$ cat src/rtl/core_pkg.sv
// Shared RISC-V decode constants and immediate extractors.
// Extractors return 64-bit sign-extended values; callers cast down to XLEN.
package core_pkg;

  localparam logic [6:0] OPCODE_LUI      = 7'b0110111;
  localparam logic [6:0] OPCODE_AUIPC    = 7'b0010111;
  localparam logic [6:0] OPCODE_JAL      = 7'b1101111;
  localparam logic [6:0] OPCODE_JALR     = 7'b1100111;
  localparam logic [6:0] OPCODE_BRANCH   = 7'b1100011;
  localparam logic [6:0] OPCODE_LOAD     = 7'b0000011;
  localparam logic [6:0] OPCODE_STORE    = 7'b0100011;
  localparam logic [6:0] OPCODE_OP_IMM   = 7'b0010011;
  localparam logic [6:0] OPCODE_OP       = 7'b0110011;
  localparam logic [6:0] OPCODE_MISC_MEM = 7'b0001111;
  localparam logic [6:0] OPCODE_SYSTEM   = 7'b1110011;

  function automatic logic [63:0] imm_i(input logic [31:0] inst);
    return {{52{inst[31]}}, inst[31:20]};
  endfunction

  function automatic logic [63:0] imm_s(input logic [31:0] inst);
    return {{52{inst[31]}}, inst[31:25], inst[11:7]};
  endfunction

  function automatic logic [63:0] imm_b(input logic [31:0] inst);
    return {{51{inst[31]}}, inst[31], inst[7], inst[30:25], inst[11:8], 1'b0};
  endfunction

  function automatic logic [63:0] imm_u(input logic [31:0] inst);
    return {{32{inst[31]}}, inst[31:12], 12'b0};
  endfunction

  function automatic logic [63:0] imm_j(input logic [31:0] inst);
    return {{43{inst[31]}}, inst[31], inst[19:12], inst[20], inst[30:21], 1'b0};
  endfunction

endpackage

$ cat src/rtl/decode_fifo.sv
// DEPTH-entry {PC, INST} FIFO with valid/ready handshake and synchronous flush.
module decode_fifo #(
  parameter int XLEN  = 32,
  parameter int DEPTH = 2
) (
  input  logic                       clk,
  input  logic                       rst_n,
  input  logic                       flush,
  input  logic                       in_valid,
  output logic                       in_ready,
  input  logic [XLEN-1:0]            in_pc,
  input  logic [31:0]                in_inst,
  output logic                       out_valid,
  input  logic                       out_ready,
  output logic [XLEN-1:0]            out_pc,
  output logic [31:0]                out_inst,
  output logic [$clog2(DEPTH+1)-1:0] level
);

  localparam int PW = $clog2(DEPTH);
  localparam int CW = $clog2(DEPTH+1);
  localparam logic [CW-1:0] FULL = CW'(DEPTH);

  logic [XLEN+31:0] mem [DEPTH];
  logic [PW-1:0]    wr_ptr, rd_ptr;
  logic [CW-1:0]    count;
  logic             push, pop;

  assign in_ready  = (count < FULL);
  assign out_valid = (count != '0);
  assign push      = in_valid & in_ready;
  assign pop       = out_valid & out_ready;
  assign level     = count;
  assign {out_pc, out_inst} = mem[rd_ptr];

  // DEPTH is a power of two, so pointer overflow is the modulo wrap.
  always_ff @(posedge clk or negedge rst_n) begin
    if (!rst_n) begin
      count  <= '0;
      wr_ptr <= '0;
      rd_ptr <= '0;
      for (int unsigned i = 0; i < DEPTH; i++) mem[i] <= '0;
    end else if (flush) begin
      count  <= '0;
      wr_ptr <= '0;
      rd_ptr <= '0;
    end else begin
      if (push) begin
        mem[wr_ptr] <= {in_pc, in_inst};
        wr_ptr      <= wr_ptr + PW'(1);
      end
      if (pop) rd_ptr <= rd_ptr + PW'(1);
      if (push && !pop)      count <= count + CW'(1);
      else if (pop && !push) count <= count - CW'(1);
    end
  end

endmodule

$ cat src/rtl/decode_1_pipe.sv
// First decode stage: FIFO buffering plus field split and XLEN immediates of the head.
// Optional head legality check enabled by DECODE1_ILLEGAL_CHECK_EN.
module decode_1_pipe
  import core_pkg::*;
#(
  parameter int XLEN  = 32,
  parameter int DEPTH = 2
) (
  input  logic                       CLK,
  input  logic                       RST,
  input  logic                       FLUSH,
  input  logic                       INST_VALID,
  output logic                       INST_READY,
  input  logic [XLEN-1:0]            INST_PC,
  input  logic [31:0]                INST_DATA,
  output logic                       DECODE1_VALID,
  input  logic                       DECODE1_READY,
  output logic [XLEN-1:0]            DECODE1_PC,
  output logic [6:0]                 DECODE1_OPCODE,
  output logic [4:0]                 DECODE1_RD,
  output logic [4:0]                 DECODE1_RS1,
  output logic [4:0]                 DECODE1_RS2,
  output logic [2:0]                 DECODE1_FUNCT3,
  output logic [6:0]                 DECODE1_FUNCT7,
  output logic [XLEN-1:0]            DECODE1_IMM_I,
  output logic [XLEN-1:0]            DECODE1_IMM_S,
  output logic [XLEN-1:0]            DECODE1_IMM_B,
  output logic [XLEN-1:0]            DECODE1_IMM_U,
  output logic [XLEN-1:0]            DECODE1_IMM_J,
  output logic [$clog2(DEPTH+1)-1:0] DECODE1_LEVEL,
  output logic                       DECODE1_ILLEGAL
);

  logic [31:0] inst;

  decode_fifo #(.XLEN(XLEN), .DEPTH(DEPTH)) u_fifo (
    .clk       (CLK),
    .rst_n     (RST),
    .flush     (FLUSH),
    .in_valid  (INST_VALID),
    .in_ready  (INST_READY),
    .in_pc     (INST_PC),
    .in_inst   (INST_DATA),
    .out_valid (DECODE1_VALID),
    .out_ready (DECODE1_READY),
    .out_pc    (DECODE1_PC),
    .out_inst  (inst),
    .level     (DECODE1_LEVEL)
  );

  assign DECODE1_OPCODE = inst[6:0];
  assign DECODE1_RD     = inst[11:7];
  assign DECODE1_FUNCT3 = inst[14:12];
  assign DECODE1_RS1    = inst[19:15];
  assign DECODE1_RS2    = inst[24:20];
  assign DECODE1_FUNCT7 = inst[31:25];

  assign DECODE1_IMM_I = XLEN'(imm_i(inst));
  assign DECODE1_IMM_S = XLEN'(imm_s(inst));
  assign DECODE1_IMM_B = XLEN'(imm_b(inst));
  assign DECODE1_IMM_U = XLEN'(imm_u(inst));
  assign DECODE1_IMM_J = XLEN'(imm_j(inst));

`ifdef DECODE1_ILLEGAL_CHECK_EN
  logic known;

  always_comb begin
    known = 1'b0;
    case (inst[6:0])
      OPCODE_LUI, OPCODE_AUIPC, OPCODE_JAL, OPCODE_JALR, OPCODE_BRANCH,
      OPCODE_LOAD, OPCODE_STORE, OPCODE_OP_IMM, OPCODE_OP,
      OPCODE_MISC_MEM, OPCODE_SYSTEM: known = 1'b1;
      default:                        known = 1'b0;
    endcase
  end

  assign DECODE1_ILLEGAL = DECODE1_VALID & ((inst[1:0] != 2'b11) | ~known);
`else
  assign DECODE1_ILLEGAL = 1'b0;
`endif

endmodule

$ cat config.mk
export PLATFORM = sky130hd
export DESIGN_NAME = decode_1_pipe
export DESIGN_NICKNAME = d
export VERILOG_FILES = /design/src/rtl/core_pkg.sv /design/src/rtl/decode_fifo.sv /design/src/rtl/decode_1_pipe.sv
export SDC_FILE = /design/constraint.sdc
export NUM_CORES = 1
export LEC_CHECK = 0
export ABC_AREA = 1
export ABC_CLOCK_PERIOD_IN_PS = 3300
export BUFFER_PORTS_ARGS = -buffer_cell sky130_fd_sc_hd__buf_2
export CORE_MARGIN = 5
export CORE_UTILIZATION = 48
export CTS_CLUSTER_SIZE = 14
export DETAILED_ROUTE_END_ITERATION = 12
export PLACE_DENSITY_LB_ADDON = 0.2
export SETUP_SLACK_MARGIN = 0.5
export SLEW_MARGIN = 20
export SYNTH_ARGS = -nofsm -noshare
export SYNTH_HDL_FRONTEND = slang
export SYNTH_SLANG_ARGS = --single-unit
$ cat constraint.sdc
create_clock -name CLK -period 3.3 [get_ports CLK]
set_input_delay 0.495 -clock CLK [delete_from_list [all_inputs] [get_ports CLK]]
set_output_delay 0.495 -clock CLK [all_outputs]
set_load 0.005 [all_outputs]
==> flow_summary_export.csv, run 1 <==
group,metric,value,unit
global_routing,grt_max_degree,80,
power_and_ir_drop,p_total,7.74,mW
place,gp_congestion,0.743,
detailed_routing,first_iter_violations,351,
sta,post-route-period-util,0.761,
sta,fin_skew,0.00531,ns
cts,htree_levels,4,
die,initial_core_util,0.485,
power_and_ir_drop,clockPowerShare,0.263,
power_and_ir_drop,p_int,5.04,mW
synth,yosys_warnings,0,
sta,hold_viol_final,0,
power_and_ir_drop,power_density,967,mW/mm²
cells_and_area,diodes,0,
power_and_ir_drop,p_leak,4.77,nW
sta,setup_viol,0,
synth,synth_top_area_frac,0.472,
synth,synth.avg_cell_area,7.96,µm²
cells_and_area,multiInputGateArea,0.00204,mm²
cells_and_area,fin_nets,1066,
worst_setup_path,path_cells,"inv_2 > buf_4 > nand2_1 > nand2_1 > buf_2",
detailed_routing,avgRoutedWirePerCell,12.8,µm
cells_and_area,areaGrowthSynthToFinish,14.3,%
global_routing,met2_usage,0.293,
global_routing,grt_pass1_vias,4778,
cells_and_area,fillers,1405,
detailed_routing,drt-total-wl,15.3,mm
cells_and_area,fin_area,0.00800,mm²
worst_setup_path,crit_slowest_cell,"buf_4",
power_and_ir_drop,seqPwrFrac,0.346,
worst_setup_path,path_common_cell,"nand2_1",
place,place_inst,1162,
global_routing,grt-busiest-layer,"met2",
power_and_ir_drop,ir_drop,0.501,mV
synth,ys_types,17,
synth,synthTopCellsByArea,"dfrtp_1, buf_4, nand2_1",
cts,clock-sinks,132,
synth,ys_ff_latch,132,
die,die_w,131,µm
power_and_ir_drop,p_sw,2.69,mW
cts,numCtsBuffers,17,
worst_setup_path,max_stage_delay,0.58,ns
worst_setup_path,critical_path_class,"flip-flop to output port",
worst_setup_path,reg2reg_depth,5,
detailed_routing,drc,0,
worst_setup_path,arrival,2.02,ns
global_routing,met1_usage,0.226,
cells_and_area,stdcell_count,1194,
sta,layout_setup_ws,0.788,ns
sta,grt_setup_unrepaired,"false",
global_routing,grt_overflow,0,
worst_setup_path,timing.rr.start,"u_fifo.level[1]",
global_routing,grt_util_all_layers,0.174,
cts,clk_path_buf_depth,2,
synth,synthFlopType,"dfrtp_1",
die,die-area,0.0171,mm²
worst_setup_path,r2r_setup_slack,1.34,ns
place,dp_slack,1.13,ns
synth,synth_cells,879,
sta,tightest_slew,0.747,ns
cts,ctsRootBufferMaster,"clkbuf_16",
power_and_ir_drop,comb_power_share,0.391,
die,top_level_ports,298,
cts,post_cts_buffers,0,
place,dpl.hpwl,10.5,mm
synth,synth-edff-count,0,
synth,async_flop_share,1.00,
sta,report.final.slew_viol_count,0,
global_routing,grt_pass1_wl,23.4,mm
sta,fin_tns_setup,0,ns
die,coreArea,0.0144,mm²
worst_setup_path,worst_setup_path_end_kind,"output port",
cts,ctsHoldBuffers,0,
place,io_buffers,282,
cts,clkSlewWorstSetupHoldPaths,0.06,ns
cells_and_area,drive_gt1_frac,0.322,
sta,max_freq,398,MHz
cells_and_area,final-seq-area,0.00330,mm²
synth,ys_seq_area_frac,0.472,
place,place_area,0.00734,mm²
outcome,run_status,"completed",
power_and_ir_drop,swShare,0.348,
worst_setup_path,path_max_fanout,65,
sta,max_slew_margin,0.502,
global_routing,antenna_found_initial,0,
global_routing,grtUsageMet3,0.0451,
synth,yosysTopAreaCell,"dfrtp_1",
cts,clkLatencyLatePin,0.41,ns
detailed_routing,vias,5354,
die,die_y,131,µm
synth,netlist_area,0.00700,mm²
die,rows,44,
hold_path,hold_path.class,"input port to async pin",
detailed_routing,postRouteAntennaNets,0,
worst_setup_path,critPathRequiredTime,2.80,ns
detailed_routing,drtPass1Iterations,5,
cts,cts_tree,"yes",
sta,layout_min_cycle_time,2.51,ns
worst_setup_path,rr_endpoint,"u_fifo.mem[118]",
run,max_cap_viol_count,0,
detailed_routing,post_drt_via_cell_ratio,4.48,
worst_setup_path,crit_path_start_kind,"flip-flop",
==> cells in the mapped netlist (3+ instances only) <==
library cell / n
dfrtp_1: 132
nand3_1: 3
o21ai_0: 10
buf_1: 4
buf_4: 174
buf_6: 4
nand2_1: 331
inv_1: 72
clkbuf_1: 6
buf_2: 15
o21ai_1: 120
==> flip-flops by register name, indices dropped and copies added, names as in the netlist <==
| name | count |
|---|---|
| u_fifo.level | 2 |
| u_fifo.mem | 128 |
| u_fifo.rd_ptr | 1 |
| u_fifo.wr_ptr | 1 |
==> placed cells by master, fill, tap and decap left out, types with 2 or more instances in the layout <==
master,n
inv_1,71
o21ai_1,120
clkinvlp_4,2
buf_4,3
nand2_1,330
bufinv_16,4
nor2_1,2
clkinv_4,3
buf_2,281
o21ai_0,10
a21oi_1,2
clkbuf_16,17
conb_1,15
buf_12,3
clkbuf_8,4
dfrtp_1,131
nand3_1,2
==> metal layers <==
| metal | vias up | part of all wire |
|---|---|---|
| li1 | 2755 | - |
| met1 | 2404 | 0.41 |
| met2 | 184 | 0.50 |
| met3 | 11 | 0.073 |
| met4 | 0 | 0.0082 |
| met5 | - | 0 |
==> worst max-delay path, delay by kind of cell (launching register included) <==
| family | cells | cell delay (ns) |
|---|---|---|
| simple gates | 2 | 0.38 |
| buf+inv | 3 | 0.82 |
| flops | 1 | 0.42 |
==> cell families (layout without fill, tap and decap cells) <==
kind of cell,Yosys count,after routing,synth area share
flops,132,132,0.472
other cells,1,15,0.000536
simple gates,339,339,0.185
buf+inv,275,392,0.248
compound gates,132,132,0.0944
==> power by group through the flow <==
stage / logic, mW / registers, mW / clock network (mW)
3_3_place_gp: 3.07 / 2.67 / 0
6_report: 3.02 / 2.68 / 2.04
4_1_cts: 3.12 / 2.68 / 2.08
5_1_grt: 3.52 / 2.78 / 2.14
2_1_floorplan: 2.79 / 2.62 / 0
3_5_place_dp: 3.11 / 2.70 / 0
==> cell type report <==
class,instances,share of cell area
clock inverters,10,0.0213
flip-flops and latches,132,0.413
multi-input cells,486,0.255
clock buffers,22,0.0605
repair buffers,288,0.188
well taps,184,0.0288
inverters,72,0.0338
==> stage by stage <==
step                      hold WS (ns)   util
after global placement           0.467  0.509
final                            0.104  0.555
after CTS                        0.145  0.554
after global routing             0.165  0.555
after detailed placement         0.473  0.509
after floorplan                  0.199      -
==> worst max path at each step <==
stage                  startpoint                end  slack [ns]  depth (start not counted)
CTS                 u_fifo.rd_ptr  DECODE1_IMM_B[12]        0.69                          4
floorplan           u_fifo.rd_ptr  DECODE1_IMM_B[12]        0.90                          6
global placement    u_fifo.rd_ptr  DECODE1_IMM_S[10]        1.18                          5
global route        u_fifo.rd_ptr  DECODE1_IMM_J[10]        0.65                          5
finish              u_fifo.rd_ptr  DECODE1_IMM_S[10]        0.79                          5
detailed placement  u_fifo.rd_ptr  DECODE1_IMM_B[12]        1.13                          4
==> timing repair <==
| item | 4_1_cts | 5_1_grt |
|---|---|---|
| endpoints found under the hold margin | 0 | 0 |
| setup endpoints to repair | 0 | 10 |
| resized for setup | 0 | 1 |
(Power assumes the default switching activity.)
==> run 2, diff against run 1 <==
ABC_CLOCK_PERIOD_IN_PS = 2100   (was 3300)
CORE_UTILIZATION = 44   (was 48)
clock period = 2.1 ns   (was 3.3 ns; I/O delays follow)
==> flow_summary_export.csv, run 2 (synthesis results as in run 1) <==
group,metric,value,unit
hold_path,hold_depth,3,
worst_setup_path,path_common_cell,"buf_12",
detailed_routing,post_drt_via_cell_ratio,4.52,
place,dpl.hpwl,11.0,mm
sta,post-route-period-util,0.888,
worst_setup_path,critPathRequiredTime,1.78,ns
worst_setup_path,arrival,1.55,ns
cells_and_area,drive_gt1_frac,0.394,
cts,ctsRootBufferMaster,"clkbuf_16",
cts,clock-sinks,132,
detailed_routing,avgRoutedWirePerCell,14.2,µm
detailed_routing,wl_met3,1.27,mm
global_routing,grt_overflow,0,
power_and_ir_drop,ir_drop,0.734,mV
hold_path,hold_path.class,"input port to flip-flop",
sta,hold_viol_final,0,
detailed_routing,drc,0,
detailed_routing,postRouteAntennaNets,0,
sta,fin_tns_setup,0,ns
cts,cts_tree,"yes",
detailed_routing,top_layer_used,"met4",
worst_setup_path,path_cells,"buf_12 > clkinv_8 > buf_12 > clkbuf_16 > nand2_2 > nand2_1 > buf_2",
worst_setup_path,path_max_fanout,7,
cts,htree_levels,4,
detailed_routing,first_iter_violations,339,
worst_setup_path,reg2reg_depth,4,
cts,clkLatencyLatePin,0.42,ns
power_and_ir_drop,seqPwrFrac,0.325,
detailed_routing,vias,5663,
cells_and_area,stdcell_count,1253,
place,place_inst,1200,
global_routing,grt_util_all_layers,0.175,
cells_and_area,largest_register,"u_fifo.mem",
detailed_routing,drtPass1Iterations,5,
detailed_routing,drt-total-wl,17.8,mm
die,rows,46,
worst_setup_path,crit_path_start_kind,"flip-flop",
power_and_ir_drop,p_int,8.53,mW
cells_and_area,diodes,0,
cells_and_area,areaGrowthSynthToFinish,25.6,%
detailed_routing,met2_wirelength,8.98,mm
die,die-area,0.0185,mm²
worst_setup_path,crit_slowest_cell,"dfrtp_2",
power_and_ir_drop,p_total,13.2,mW
worst_setup_path,critical_path_class,"flip-flop to output port",
place,io_buffers,282,
die,die_y,136,µm
cells_and_area,fin_nets,1093,
sta,max_slew_margin,0.630,
die,coreArea,0.0157,mm²
power_and_ir_drop,comb_power_share,0.432,
sta,fin_skew,0.00837,ns
sta,layout_min_cycle_time,1.87,ns
sta,tightest_slew,0.556,ns
die,initial_core_util,0.445,
run,max_cap_viol_count,0,
worst_setup_path,max_stage_delay,0.38,ns
cells_and_area,layout_commonest_cell,"buf_2",
worst_setup_path,worst_setup_path_end_kind,"output port",
power_and_ir_drop,power_density,1500,mW/mm²
detailed_routing,wl_met1,7.33,mm
global_routing,grt_max_degree,75,
power_and_ir_drop,swShare,0.355,
cells_and_area,largest_reg_flops,128,
power_and_ir_drop,p_leak,5.05,nW
power_and_ir_drop,p_sw,4.69,mW
die,die_w,136,µm
cts,numCtsBuffers,17,
cells_and_area,final_cell_mix,"buf_2, nand2_1, dfrtp_1",
global_routing,antenna_found_initial,0,
sta,setup_viol,0,
outcome,run_status,"completed",
power_and_ir_drop,clockPowerShare,0.243,
place,gp_congestion,0.758,
cts,clkSlewWorstSetupHoldPaths,0.06,ns
cts,clk_path_buf_depth,2,
sta,grt_setup_unrepaired,"true",
die,top_level_ports,298,
sta,max_freq,536,MHz
global_routing,grt_pass1_wl,25.6,mm
global_routing,grt_pass1_vias,5091,
sta,report.final.slew_viol_count,0,
==> run 2: changes by cell type in the layout (fill, tap and decap cells not counted), moves of 5 or more <==
cell / previous run / this run
buf_12: 3 / 10
buf_2: 281 / 275
buf_6: 1 / 9
clkbuf_16: 17 / 22
nand2_1: 330 / 272
nand2_2: 0 / 48
nand2_4: 1 / 9
nand2_8: 0 / 5
==> run 2: worst paths after layout <==
kind / slack, ns / startpoint / end
max: 0.23 / u_fifo.rd_ptr / DECODE1_PC[26]
min: 0.15 / INST_PC[19] / u_fifo.mem[51]
max reg2reg: 0.65 / u_fifo.level[1] / u_fifo.mem[126]
min reg2reg: 0.48 / u_fifo.mem[124] / u_fifo.mem[124]
max in group asynchronous: 1.10 / RST / u_fifo.level[1]
min in group asynchronous: 0.36 / RST / u_fifo.mem[105]
==> run 2: timing repair <==
| action | in CTS | in global routing |
|---|---|---|
| gates resized for setup | 27 | 71 |
| buffers inserted | 6 | 2 |
| hold buffers | 1 | 0 |
| pin swaps | 5 | 8 |
| endpoints found under the hold margin | 33 | 0 |
| cloned | 5 | 7 |
| setup endpoints to repair | 210 | 211 |
==> run 2: through the flow <==
| step | setup WS [ns] | hold slack [ns] | cell area [µm²] | util |
|---|---|---|---|---|
| after floorplan | 0.507 | 0.0194 | 7080 | - |
| after global placement | 0.527 | 0.238 | 7480 | 0.476 |
| after detailed placement | 0.505 | 0.243 | 7480 | 0.476 |
| after CTS | 0.234 | 0.138 | 8380 | 0.534 |
| after global routing | 0.175 | 0.148 | 8790 | 0.559 |
| final | 0.234 | 0.151 | 8790 | 0.559 |
==> run 2: per-layer routing <==
layer | global-route usage | vias to the layer above
li1 | - | 2824
met4 | 0.0470 | 0
met2 | 0.300 | 190
met5 | 0 | -
met3 | 0.0455 | 14
met1 | 0.221 | 2635
==> run 2: cell type report <==
type,instances,area [µm²]
fill,1525,6930
sequential,132,3310
multi-input combinational,489,2310
timing repair buffer,311,1960
clock buffer,25,505
inverter,72,283
tap,216,270
clock inverter,7,143
timing repair inverter,1,6.26
==> run 2: critical path: cells and delay by family (launching register included) <==
kind                   cells  cell delay [ns]
DFF                        1             0.38
and+or+nand+nor            2             0.11
buffers and inverters      5             0.65
==> run 2: power by group through the flow <==
stage                     clock network [mW]  registers [mW]  logic [mW]
final                                   3.21            4.30        5.71
after global placement                     0            4.21        4.90
after CTS                               3.26            4.23        5.33
after floorplan                            0            4.12        4.36
after global routing                    3.37            4.42        6.41
after detailed placement                   0            4.23        4.97
==> run 3, diff against run 2 <==
ABC_AREA = not set   (was 1)
==> flow_summary_export.csv, run 3 <==
group,metric,value,unit
die,die_w,136,µm
power_and_ir_drop,clockPowerShare,0.278,
sta,report.final.slew_viol_count,0,
cts,numCtsBuffers,17,
place,io_buffers,282,
cells_and_area,drive_gt1_frac,0.773,
sta,layout_min_cycle_time,1.96,ns
place,dp_slack,0.286,ns
synth,synthXorXnorAreaFrac,0.00252,
worst_setup_path,worst_setup_path_end_kind,"output port",
synth,synth_cells,524,
cells_and_area,final_cell_mix,"buf_2, dfrtp_1, mux2_4",
synth,synth.most_common_cell,"mux2_2",
power_and_ir_drop,comb_power_share,0.380,
power_and_ir_drop,p_total,10.7,mW
cts,clock-sinks,132,
outcome,run_status,"completed",
synth,yosys_warnings,0,
die,initial_core_util,0.443,
synth,ys_types,20,
sta,timing.hold.ws,0.142,ns
die,coreArea,0.0157,mm²
power_and_ir_drop,swShare,0.273,
cells_and_area,layout_commonest_cell,"buf_2",
run,max_cap_viol_count,0,
cts,ctsRootBufferMaster,"clkbuf_16",
detailed_routing,first_iter_violations,180,
detailed_routing,drt-total-wl,18.9,mm
synth,yosysTopAreaCell,"dfrtp_1",
place,dpl.hpwl,10.5,mm
detailed_routing,postRouteAntennaNets,0,
synth,async_flop_share,1.00,
detailed_routing,post_drt_via_cell_ratio,4.72,
worst_setup_path,critical_path_class,"flip-flop to output port",
synth,muxShareOfSynthArea,0.313,
hold_path,hold_path.class,"input port to flip-flop",
synth,netlist_area,0.00695,mm²
sta,fin_tns_setup,0,ns
sta,post-route-period-util,0.932,
global_routing,grt_util_all_layers,0.175,
power_and_ir_drop,seqPwrFrac,0.343,
synth,synthTopCellsByCount,"mux2_2, buf_4, dfrtp_1",
die,top_level_ports,298,
place,place_inst,863,
cells_and_area,largest_reg_flops,128,
cts,clkSlewWorstSetupHoldPaths,0.06,ns
worst_setup_path,critPathRequiredTime,1.78,ns
cells_and_area,diodes,0,
worst_setup_path,crit_path_start_kind,"flip-flop",
synth,synthSimpleGateAreaFrac,0.0106,
cts,cts_tree,"yes",
power_and_ir_drop,p_leak,4.83,nW
cells_and_area,areaGrowthSynthToFinish,41.6,%
detailed_routing,drtPass1Iterations,4,
die,die_y,136,µm
cells_and_area,largest_register,"u_fifo.mem",
die,die-area,0.0184,mm²
hold_path,hold_path.startpoint,"INST_PC[7]",
place,gp_congestion,0.757,
power_and_ir_drop,power_density,1090,mW/mm²
power_and_ir_drop,p_int,7.78,mW
synth,synthTopCellsByArea,"dfrtp_1, mux2_2, buf_4",
sta,fin_skew,0.00674,ns
worst_setup_path,arrival,1.64,ns
worst_setup_path,cp-startpoint,"u_fifo.rd_ptr",
global_routing,grt_pass1_vias,4689,
worst_setup_path,path_max_fanout,7,
power_and_ir_drop,ir_drop,0.564,mV
sta,hold_viol_final,0,
worst_setup_path,timing.rr.start,"u_fifo.level[1]",
global_routing,grt_pass1_wl,24.9,mm
sta,setup_viol,0,
cells_and_area,fin_nets,780,
synth,synth_compound_area_frac,0.00288,
sta,grt_setup_unrepaired,"true",
global_routing,antenna_found_initial,0,
detailed_routing,vias,4426,
synth,synth_top_area_frac,0.475,
sta,layout_setup_ws,0.142,ns
sta,max_freq,511,MHz
die,rows,46,
synth,ys_seq_area_frac,0.475,
synth,synthFlopType,"dfrtp_1",
synth,synth_fa_ha_area_frac,0,
cts,clk_path_buf_depth,2,
detailed_routing,avgRoutedWirePerCell,20.2,µm
cells_and_area,stdcell_count,938,
global_routing,grt_max_degree,75,
detailed_routing,drc,0,
global_routing,grt_overflow,0,
synth,ys_ff_latch,132,
cts,clkLatencyLatePin,0.41,ns
synth,synth-edff-count,0,
synth,synth.avg_cell_area,13.3,µm²
synth,synth_top_family_by_area,"multiplexers",
power_and_ir_drop,p_sw,2.93,mW
cts,htree_levels,4,
## run 3: cell count changes after synthesis, moves of 8 or more
cell / delta
buf_2: -9
inv_1: -71
mux2_2: +188
nand2_1: -330
o21ai_0: -8
o21ai_1: -120
## run 3: final cells by class
| cell class | count | area, µm² |
|---|---|---|
| tap | 216 | 270 |
| clock buffer | 20 | 457 |
| inverter | 1 | 3.75 |
| fill | 1183 | 5860 |
| timing repair buffer | 331 | 2790 |
| sequential | 132 | 3300 |
| multi-input combinational | 228 | 2900 |
| clock inverter | 10 | 131 |
## run 3: logic make-up (layout without fill, tap and decap cells)
| kind of cell | Yosys count | after routing |
|---|---|---|
| compound gates | 4 | 4 |
| xor+xnor | 2 | 2 |
| buf+inv | 182 | 362 |
| flops | 132 | 132 |
| mux | 193 | 197 |
| other cells | 1 | 15 |
| simple gates | 10 | 10 |
## run 3: power groups by stage
stage	Sequential, mW	Clock (mW)	Combinational [mW]
after floorplan	3.51	0	2.57
after global placement	3.57	0	2.84
after detailed placement	3.63	0	2.89
after CTS	3.61	3.04	3.07
after global routing	3.75	3.15	4.37
final	3.67	2.97	4.06
## run 3: routing by layer
metal,global-route usage,share of wire
met1,0.202,0.41
met2,0.316,0.53
met3,0.0490,0.052
met4,0.0532,0.011
met5,0,0
## run 3: worst max-delay path, stage by stage (launching register included)
cell       delay [ns]
dfrtp_2          0.45
buf_6            0.15
clkbuf_16        0.16
mux2_4           0.33
buf_2            0.14
## run 3: per-stage QoR
| step | area, µm² | utilization |
|---|---|---|
| 2_1_floorplan | 7090 | - |
| 3_3_place_gp | 7560 | 0.481 |
| 3_5_place_dp | 7560 | 0.481 |
| 4_1_cts | 8480 | 0.540 |
| 5_1_grt | 9850 | 0.627 |
| 6_report | 9850 | 0.627 |
## run 3: what timing repair did
action                                  CTS  global route
pin swaps                                 1             3
gates cloned                              8            17
resized for setup                        20           190
setup buffers                             9            10
endpoints found under the hold margin   132             0
endpoints found under the setup margin  320           326
hold buffers                              1             0
## run 3: path summary, 6_finish.rpt
kind	endpoint	slack [ns]	depth (start not counted)
max in group asynchronous	u_fifo.mem[10]	1.28	3
min in group asynchronous	u_fifo.mem[27]	0.45	3
worst min-delay path	u_fifo.mem[103]	0.14	2
worst max register to register	u_fifo.mem[41]	0.41	6
worst min register to register	u_fifo.mem[120]	0.50	1
worst max-delay path	DECODE1_IMM_S[10]	0.14	4
